## config.mk

```make
export PLATFORM = sky130hd
export DESIGN_NAME = sync_fifo_param
export DESIGN_NICKNAME = d
export VERILOG_FILES = /design/src/rtl/sync_fifo_pkg.sv /design/src/rtl/fifo_mem_2p.sv /design/src/rtl/sync_fifo_param.sv
export SDC_FILE = /design/constraint.sdc
export NUM_CORES = 1
export LEC_CHECK = 0
export ABC_AREA = 1
export CAP_MARGIN = 40
export CORE_MARGIN = 2
export CORE_UTILIZATION = 60
export DETAILED_ROUTE_END_ITERATION = 8
export DONT_BUFFER_PORTS = 1
export PLACE_DENSITY_LB_ADDON = 0.08
export SLEW_MARGIN = 25
export SYNTH_ARGS = -nofsm -noshare
export SYNTH_HDL_FRONTEND = slang
export SYNTH_SLANG_ARGS = --single-unit
```

## constraint.sdc

```tcl
create_clock -name fifo_clk -period 3.75 [get_ports fifo_clk]
set_input_delay 0.75 -clock fifo_clk [delete_from_list [all_inputs] [get_ports fifo_clk]]
set_output_delay 0.75 -clock fifo_clk [all_outputs]
set_load 0.02 [all_outputs]
```

## src/rtl/sync_fifo_pkg.sv

```systemverilog
// ---------------------------------------------------------------------------
// sync_fifo_pkg
// Shared definitions for the synchronous FIFO slice.
//   ptrWidth()     : read/write pointer width (index bits + one wrap bit)
//   countWidth()   : occupancy counter width (must hold 0..DEPTH inclusive)
//   DROP_CNT_W     : width of the dropped-write statistics counter
//   DROP_CNT_MAX   : value at which the dropped-write counter saturates
// ---------------------------------------------------------------------------
package sync_fifo_pkg;

   localparam int DROP_CNT_W = 8;
   localparam logic [DROP_CNT_W-1:0] DROP_CNT_MAX = '1;

   // Pointers carry one extra MSB so that full and empty are distinguishable
   // after the index bits wrap from DEPTH-1 back to 0.
   function automatic int ptrWidth(input int depth);
      return $clog2(depth) + 1;
   endfunction

   // The counter has to represent DEPTH itself, which needs one bit more
   // than the index range.
   function automatic int countWidth(input int depth);
      return $clog2(depth) + 1;
   endfunction

endpackage

```

## src/rtl/fifo_mem_2p.sv

```systemverilog
// ---------------------------------------------------------------------------
// fifo_mem_2p
// DATA_W x DEPTH storage array with one synchronous write port and one
// asynchronous (combinational) read port. The array is deliberately not
// reset: contents are only meaningful where the controller says they are.
// Ports:
//   clock   : write clock, rising edge
//   wrEn    : write enable
//   wrAddr  : write index
//   wrData  : write word
//   rdAddr  : read index
//   rdData  : word currently stored at rdAddr
// ---------------------------------------------------------------------------
module fifo_mem_2p #(
   parameter int DATA_W = 32,
   parameter int DEPTH  = 8
)(
   input  logic                     clock,
   input  logic                     wrEn,
   input  logic [$clog2(DEPTH)-1:0] wrAddr,
   input  logic [DATA_W-1:0]        wrData,
   input  logic [$clog2(DEPTH)-1:0] rdAddr,
   output logic [DATA_W-1:0]        rdData
);

   logic [DATA_W-1:0] memArray [DEPTH];

   // Write port: a single word is captured on the rising edge when enabled.
   // No reset here, so this maps cleanly onto RAM or distributed memory.
   always_ff @(posedge clock) begin
      if (wrEn) begin
         memArray[wrAddr] <= wrData;
      end
   end

   // Read port is purely combinational so the FIFO can present its oldest
   // word show-ahead style, with no extra read latency.
   assign rdData = memArray[rdAddr];

endmodule

```

## src/rtl/sync_fifo_param.sv

```systemverilog
// ---------------------------------------------------------------------------
// sync_fifo_param
// Parameterised single-clock show-ahead FIFO with valid/ready handshakes on
// both sides, an occupancy count and almost-full / almost-empty flags.
// Optional overflow statistics are compiled in when the macro
// SYNC_FIFO_ERR_STATS_EN is defined.
// Parameters:
//   DATA_W : word width in bits
//   DEPTH  : number of entries (power of two, >= 2)
//   AF_LVL : almost_full asserts when count >= AF_LVL
//   AE_LVL : almost_empty asserts when count <= AE_LVL
// Ports:
//   fifo_clk     : clock, all logic on the rising edge
//   fifo_rst     : asynchronous active-high reset
//   wr_valid     : producer offers wr_data
//   wr_data      : write word
//   wr_ready     : FIFO has space (count != DEPTH)
//   rd_valid     : rd_data holds the oldest stored word (count != 0)
//   rd_data      : oldest stored word
//   rd_ready     : consumer takes rd_data this cycle
//   count        : current occupancy, 0..DEPTH
//   almost_full  : count >= AF_LVL
//   almost_empty : count <= AE_LVL
//   ovf_err      : (SYNC_FIFO_ERR_STATS_EN only) sticky write-while-full flag
//   drop_cnt     : (SYNC_FIFO_ERR_STATS_EN only) saturating dropped-write count
//   err_clr      : (SYNC_FIFO_ERR_STATS_EN only) clears ovf_err and drop_cnt
// ---------------------------------------------------------------------------
module sync_fifo_param
   import sync_fifo_pkg::*;
#(
   parameter int DATA_W = 32,
   parameter int DEPTH  = 8,
   parameter int AF_LVL = DEPTH - 2,
   parameter int AE_LVL = 2
)(
   input  logic                         fifo_clk,
   input  logic                         fifo_rst,
   input  logic                         wr_valid,
   input  logic [DATA_W-1:0]            wr_data,
   output logic                         wr_ready,
   output logic                         rd_valid,
   output logic [DATA_W-1:0]            rd_data,
   input  logic                         rd_ready,
   output logic [countWidth(DEPTH)-1:0] count,
   output logic                         almost_full,
   output logic                         almost_empty
`ifdef SYNC_FIFO_ERR_STATS_EN
   ,
   output logic                         ovf_err,
   output logic [DROP_CNT_W-1:0]        drop_cnt,
   input  logic                         err_clr
`endif
);

   localparam int AW = $clog2(DEPTH);
   localparam int PW = ptrWidth(DEPTH);
   localparam int CW = countWidth(DEPTH);

   localparam logic [CW-1:0] FULL_COUNT = CW'(DEPTH);
   localparam logic [CW-1:0] AF_COUNT   = CW'(AF_LVL);
   localparam logic [CW-1:0] AE_COUNT   = CW'(AE_LVL);

   logic [PW-1:0] wrPtr;
   logic [PW-1:0] rdPtr;
   logic          doPush;
   logic          doPop;

   // Handshake status comes straight from the registered count, so there is
   // no combinational path from wr_valid/rd_ready to wr_ready/rd_valid.
   // Because wr_ready is low when full, a write is ignored at full even if
   // a pop happens in the same cycle; likewise nothing bypasses an empty FIFO.
   assign wr_ready = (count != FULL_COUNT);
   assign rd_valid = (count != '0);
   assign doPush   = wr_valid && wr_ready;
   assign doPop    = rd_valid && rd_ready;

   // Level flags are plain compares on the registered count and therefore
   // work for any threshold in 0..DEPTH, including the degenerate ends.
   assign almost_full  = (count >= AF_COUNT);
   assign almost_empty = (count <= AE_COUNT);

   // Pointer and occupancy registers. Pointers just increment and roll over
   // naturally; only the low AW bits address storage and the MSB tracks the
   // wrap. The count moves by one only when exactly one side transfers, so a
   // simultaneous push and pop leaves it unchanged. Reset drops everything.
   always_ff @(posedge fifo_clk or posedge fifo_rst) begin
      if (fifo_rst) begin
         wrPtr <= '0;
         rdPtr <= '0;
         count <= '0;
      end else begin
         if (doPush) begin
            wrPtr <= wrPtr + PW'(1);
         end
         if (doPop) begin
            rdPtr <= rdPtr + PW'(1);
         end
         case ({doPush, doPop})
            2'b10:   count <= count + CW'(1);
            2'b01:   count <= count - CW'(1);
            default: count <= count;
         endcase
      end
   end

   fifo_mem_2p #(
      .DATA_W (DATA_W),
      .DEPTH  (DEPTH)
   ) u_mem (
      .clock  (fifo_clk),
      .wrEn   (doPush),
      .wrAddr (wrPtr[AW-1:0]),
      .wrData (wr_data),
      .rdAddr (rdPtr[AW-1:0]),
      .rdData (rd_data)
   );

`ifdef SYNC_FIFO_ERR_STATS_EN
   logic dropNow;

   assign dropNow = wr_valid && !wr_ready;

   // Overflow statistics: any offered write refused for lack of space sets a
   // sticky flag and bumps a saturating counter. A clear request takes
   // priority over a drop arriving on the same edge.
   always_ff @(posedge fifo_clk or posedge fifo_rst) begin
      if (fifo_rst) begin
         ovf_err  <= 1'b0;
         drop_cnt <= '0;
      end else if (err_clr) begin
         ovf_err  <= 1'b0;
         drop_cnt <= '0;
      end else if (dropNow) begin
         ovf_err <= 1'b1;
         if (drop_cnt != DROP_CNT_MAX) begin
            drop_cnt <= drop_cnt + DROP_CNT_W'(1);
         end
      end
   end
`endif

endmodule

```

==> results of run 1 <==
[metal layers]
| metal | vias to the layer above | GRT usage, % | wire length (um) |
|---|---|---|---|
| met1 | 3259 | 30.1 | 9800 |
| met3 | 31 | 3.80 | 1230 |
| met2 | 133 | 36.4 | 10400 |
| met5 | - | 0 | 0 |
| met4 | 0 | 4.80 | 339 |
| li1 | 3694 | - | - |
[cell usage after synthesis (all sizes together)]
cell type,instances
edfxtp,256
fa,1
ha,5
dfrtp,10
nor2,263
nand2,443
xnor2,3
nor3,4
or2,1
buf,47
xor2,1
clkbuf,3
inv,143
nand3,6
o21ai,6
[cells by family after synthesis]
kind of cell	after synthesis	share of synthesized area, %
adders and majority gates	6	0.709
buffers and inverters	193	7.39
DFF	266	68.1
xor gates and xnor gates	4	0.301
and+or+nand+nor	717	23.2
AOI/OAI and AO/OA	6	0.258
[metrics by stage]
| step | hold slack (ps) | cell area, sq um | std cells | util, % |
|---|---|---|---|---|
| 2_1_floorplan | 470 | 11700 | 1192 | - |
| 3_3_place_gp | 491 | 11900 | 1420 | 63.1 |
| 3_5_place_dp | 495 | 11900 | 1420 | 63.1 |
| 4_1_cts | 114 | 12800 | 1472 | 67.6 |
| 5_1_grt | 139 | 12800 | 1472 | 67.6 |
| 6_report | 109 | 12800 | 1472 | 67.6 |
[flip-flops by register name (all words and copies together), names as in the netlist]
name            flops
count               4
rdPtr               3
u_mem.memArray    256
wrPtr               3
[cell usage in the layout (no fill, tap or decap), types with 3 or more instances in the layout]
master,count
nand3_1,6
dfrtp_1,8
clkbuf_8,3
clkbuf_16,29
nor2_4,4
inv_1,142
clkinv_1,5
xnor2_1,3
nor2_1,259
buf_12,6
clkbuf_1,7
edfxtp_1,256
nor3_2,4
o21ai_0,6
nand2_1,442
buf_4,12
clkinv_2,7
ha_1,5
[critical path: cells and delay by family, from the launching register on]
kind                   cells  cell delay, ps
buffers and inverters      1             350
AND/OR/NAND/NOR            6             590
flip-flops                 1             840
[layout make-up]
cell class | count | share of cell area, %
Sequential cell | 266 | 62.2
Tap cell | 260 | 2.55
Timing Repair Buffer | 18 | 1.65
Inverter | 143 | 4.20
Clock buffer | 39 | 6.21
Clock inverter | 13 | 0.480
Multi-Input combinational cell | 733 | 22.8
[power by group through the flow]
stage          Clock (uW)  Sequential (uW)  Combinational, uW
3_5_place_dp            0             4040               3630
3_3_place_gp            0             4030               3560
6_report             2530             3980               3590
2_1_floorplan           0             3930               3020
4_1_cts              2580             3980               3650
5_1_grt              2700             4030               4090
[path summary, 6_finish.rpt]
path | from | endpoint | cells after the start
worst max-delay path | rdPtr[0] | rd_data[5] | 7
worst min-delay path | fifo_rst | count[1] | 1
worst max register to register | count[2] | u_mem.memArray[4][27] | 5
worst min register to register | wrPtr[0] | wrPtr[0] | 2
max in group asynchronous | fifo_rst | rdPtr[0] | 1
min in group fifo_clk | wr_data[3] | u_mem.memArray[3][3] | 0
==> flow_metrics.tcl, run 1 <==
set metrics [dict create \
    dp_worst_setup_slack_ps 1180 \
    synth_area_leaders "edfxtp_1 (66%), nand2_1 (14%), nor2_1 (8.5%)" \
    drive_gt1_share_pct 5.86 \
    ys_warn_count 0 \
    via_per_inst 4.83 \
    grt_pass1_wl_um 34300 \
    slowest_delay_ps 840 \
    final_hold_viol_count 0 \
    synth_cell_type_count 19 \
    multi_input_area_sq_mm 0.00291 \
    tns_ps 0 \
    antenna_found_initial 0 \
    wl_per_cell_um 14.8 \
    combPwrFrac_pct 35.6 \
    htree_levels 1 \
    n_antenna_cell 0 \
    dieArea_sq_mm 0.0206 \
    numCtsBuffers 28 \
    clkLatencyLatePin_ps 530 \
    syn_to_final_growth_pct 9.62 \
    hold_class "primary input to async pin" \
    synth_fp_nets 1234 \
    setup.worst_path.end_class "output pin" \
    finalClockSkew_ps 14.9 \
    sw_frac_of_total_pct 38.6 \
    rsz0062_at_grt "no" \
    clockRootBuffer "clkbuf_16" \
    numPortBuffers 0 \
    slowest_stage "dfrtp_4" \
    clkPwrFrac_pct 25.0 \
    cts_hold_buf 0 \
    p_int_uw 6200 \
    final_nets 1232 \
    fin_crit_sh_pct 83.1 \
    synth_cells 1192 \
    netlist_area_sq_mm 0.0117 \
    grt_overflow 0 \
    drcViolationCount 0 \
    clk_pin_slew_ps 60 \
    drtIter0Drc 547 \
    postSynthAreaPerCell_sq_um 9.78 \
    relSlewSlack_pct 43.1 \
    ant_nets 0 \
    seq_area_frac_synth_pct 68.1 \
    fmax_ghz 0.321 \
    cp_data_required_time_ps 3000 \
    fp.coreArea_sq_mm 0.0189 \
    timing.final.ws_setup_ps 633 \
    post_cts_resized 0 \
    vias 7117 \
    synth_top_area_share_pct 66.0 \
    critical_path_class "flop to output pin" \
    power_frac_seq_pct 39.4 \
    die_width_um 143 \
    regToRegSetupSlack_ps 1240 \
    vdd_drop_max_uv 484 \
    crit_chain "buf_12, nor2_1, nor2_1, nand2_1, nand2_1, nand2_1, nand2_1" \
    grt_max_degree 71 \
    grt_pass1_vias 6647 \
    gp_congestion 0.771 \
    finalSetupViolations 0 \
    crit_path_max_fanout 70 \
    cp_common_cell "nand2_1" \
    synth_top_cell_by_area "edfxtp_1" \
    worstSetupStartpointType "flop" \
    total_power_uw 10100 \
    outcome "complete, no violations" \
    maxSlewViolCount 0 \
    ys_ff_latch 266 \
    nFillCells 1412 \
    die_h_um 143 \
    firstDrtPassIters 5 \
    arrival_ps 2370 \
    initial_core_util_pct 61.7 \
    track_usage_pct 21.7 \
    p_switching_uw 3900 \
    drv_cap 0 \
    seqCellArea_sq_mm 0.00794 \
    drt_wl_total_um 21800 \
    cts_tree "done" \
    min_period_ps 3120 \
    tightest_slew_ps 853 \
    pin_count 76 \
    powerDensity_mw_per_mm2 790 \
    cts.sinks 266 \
    hpwlAfterDp_um 11700 \
    post_cts.repair.setup_buffers 0 \
    clk_path_buf_depth 3 \
    placementRows 50 \
    cellLeakagePower_uw 0.00550 \
]
Power figures use the tool's default switching activity.
==> run 2, diff against run 1 <==
==> constraint.sdc (replaced) <==
create_clock -name fifo_clk -period 3.1 [get_ports fifo_clk]
set_input_delay 0.62 -clock fifo_clk [delete_from_list [all_inputs] [get_ports fifo_clk]]
set_output_delay 0.62 -clock fifo_clk [all_outputs]
set_load 0.02 [all_outputs]
==> flow_metrics.tcl, run 2 (synthesis results as in run 1) <==
set metrics [dict create \
    outcome "complete, no violations" \
    final_cell_mix "nand2_1 (442), nor2_1 (259), edfxtp_1 (256)" \
    maxSlewViolCount 0 \
    crit_path_max_fanout 34 \
    final_hold_viol_count 0 \
    drcViolationCount 0 \
    numCtsBuffers 27 \
    slowest_stage "dfrtp_4" \
    combPwrFrac_pct 35.8 \
    reg2regPathDepth 10 \
    top_regs "u_mem.memArray: 256 flops, count: 4 flops" \
    vdd_drop_max_uv 872 \
    tightest_slew_ps 650 \
    gp_congestion 0.803 \
    hold_slack_ps 176 \
    powerDensity_mw_per_mm2 962 \
    total_power_uw 12300 \
    cpLargestDelayFamily "flip-flops" \
    clkLatencyLatePin_ps 530 \
    drive_gt1_share_pct 6.74 \
    final_common_cell "nand2_1" \
    fin_cells 1476 \
    die_width_um 143 \
    cts.sinks 266 \
    largest-register "u_mem.memArray" \
    pin_count 76 \
    r2r_end "count[3]" \
    clkPwrFrac_pct 25.5 \
    clockRootBuffer "clkbuf_16" \
    min_period_ps 2850 \
    n_antenna_cell 0 \
    nFillCells 1448 \
    drt_wl_total_um 22300 \
    initial_core_util_pct 61.7 \
    hold_class "primary input to flop" \
    final_cell_area_sq_mm 0.0128 \
    ant_nets 0 \
    worstSetupStartpointType "flop" \
    wl_per_cell_um 15.1 \
    min_path_cells 0 \
    finalSetupViolations 0 \
    drtIter0Drc 443 \
    numPortBuffers 0 \
    via_per_inst 4.90 \
    antenna_found_initial 0 \
    fp.coreArea_sq_mm 0.0189 \
    crit_chain "buf_4, nor2_1, nor2_1, nand2_1, nand2_1, nand2_1, nand2_1" \
    regToRegSetupSlack_ps 650 \
    syn_to_final_growth_pct 9.95 \
    clk_path_buf_depth 3 \
    placementRows 50 \
    slowest_delay_ps 670 \
    fin_crit_sh_pct 91.9 \
    sw_frac_of_total_pct 38.7 \
    hold_end "u_mem.memArray[1][18]" \
    critical_path_class "flop to output pin" \
    firstDrtPassIters 5 \
    largest_reg_flops 256 \
    drv_cap 0 \
    cp_common_cell "nand2_1" \
    htree_levels 1 \
    finalClockSkew_ps 16.8 \
    r2r_start "count[0]" \
    dieArea_sq_mm 0.0206 \
    hpwlAfterDp_um 12500 \
    cellLeakagePower_uw 0.00554 \
    clk_pin_slew_ps 60 \
    p_int_uw 7570 \
    die_h_um 143 \
    place_area_sq_mm 0.0119 \
    grt_overflow 0 \
    setup.worst_path.end_class "output pin" \
    track_usage_pct 22.4 \
    power_frac_seq_pct 38.7 \
    p_switching_uw 4770 \
    hold_path.startpoint "wr_data[18]" \
    cp_data_required_time_ps 2480 \
    grt_max_degree 78 \
    arrival_ps 2230 \
    grt_pass1_vias 6876 \
    grt_pass1_wl_um 35300 \
    final_nets 1238 \
    dp_cells 1426 \
    cp_num_buf_inv 1 \
    rsz0062_at_grt "no" \
    relSlewSlack_pct 56.2 \
    fmax_ghz 0.351 \
    cts_tree "done" \
    vias 7237 \
]
## run 2: changes by cell type in the layout (fill, tap and decap cells not counted), sizes merged
cell | previous run | this run
clkinv | 12 | 15
dlygate4sd3 | 0 | 1
clkinvlp | 1 | 3
buf | 18 | 24
bufinv | 0 | 3
clkbuf | 39 | 28
## run 2: worst max path at each step
stage | start | to | slack [ps] | depth (start not counted)
floorplan | count[0] | u_mem.memArray[5][0] | -600 | 4
global placement | count[0] | count[3] | 680 | 10
detailed placement | count[0] | count[3] | 640 | 10
CTS | rdPtr[0] | rd_data[14] | 220 | 7
global route | rdPtr[0] | rd_data[14] | 110 | 7
finish | rdPtr[0] | rd_data[14] | 250 | 7
## run 2: power by group through the flow
stage / logic [uW] / registers (uW) / clock network [uW]
5_1_grt: 5030 / 4820 / 3340
3_3_place_gp: 4400 / 4830 / 0
2_1_floorplan: 3650 / 4760 / 0
6_report: 4420 / 4770 / 3150
4_1_cts: 4480 / 4770 / 3200
3_5_place_dp: 4460 / 4840 / 0
## run 2: layer usage
metal / up-vias / global-route usage [%] / wire length (um)
li1: 3704 / - / -
met1: 3345 / 30.2 / 9800
met2: 156 / 37.4 / 10800
met3: 32 / 4.40 / 1350
met4: 0 / 6.24 / 369
met5: - / 0 / 0
## run 2: area by class of cell
type                            instances  area [sq um]  area share (%)
Clock inverter                         21           184            1.44
Tap cell                              260           325            2.54
Inverter                              143           537            4.19
Multi-Input combinational cell        733          2910            22.7
Timing Repair Buffer                   25           240            1.87
Sequential cell                       266          7940            62.0
Clock buffer                           28           679            5.30
## run 2: through the flow
step	setup TNS (ps)	setup slack, ps	util (%)
global placement	0	684	63.2
global route	0	108	67.8
detailed placement	0	639	63.2
CTS	0	222	67.8
floorplan	-76250	-596	-
finish	0	252	67.8
## run 2: timing repair
action                     CTS  global route
buffers inserted             0             0
setup endpoints to repair    0             0
hold buffers                 1             0
hold endpoints to repair    10             0
gates resized for setup      0             0
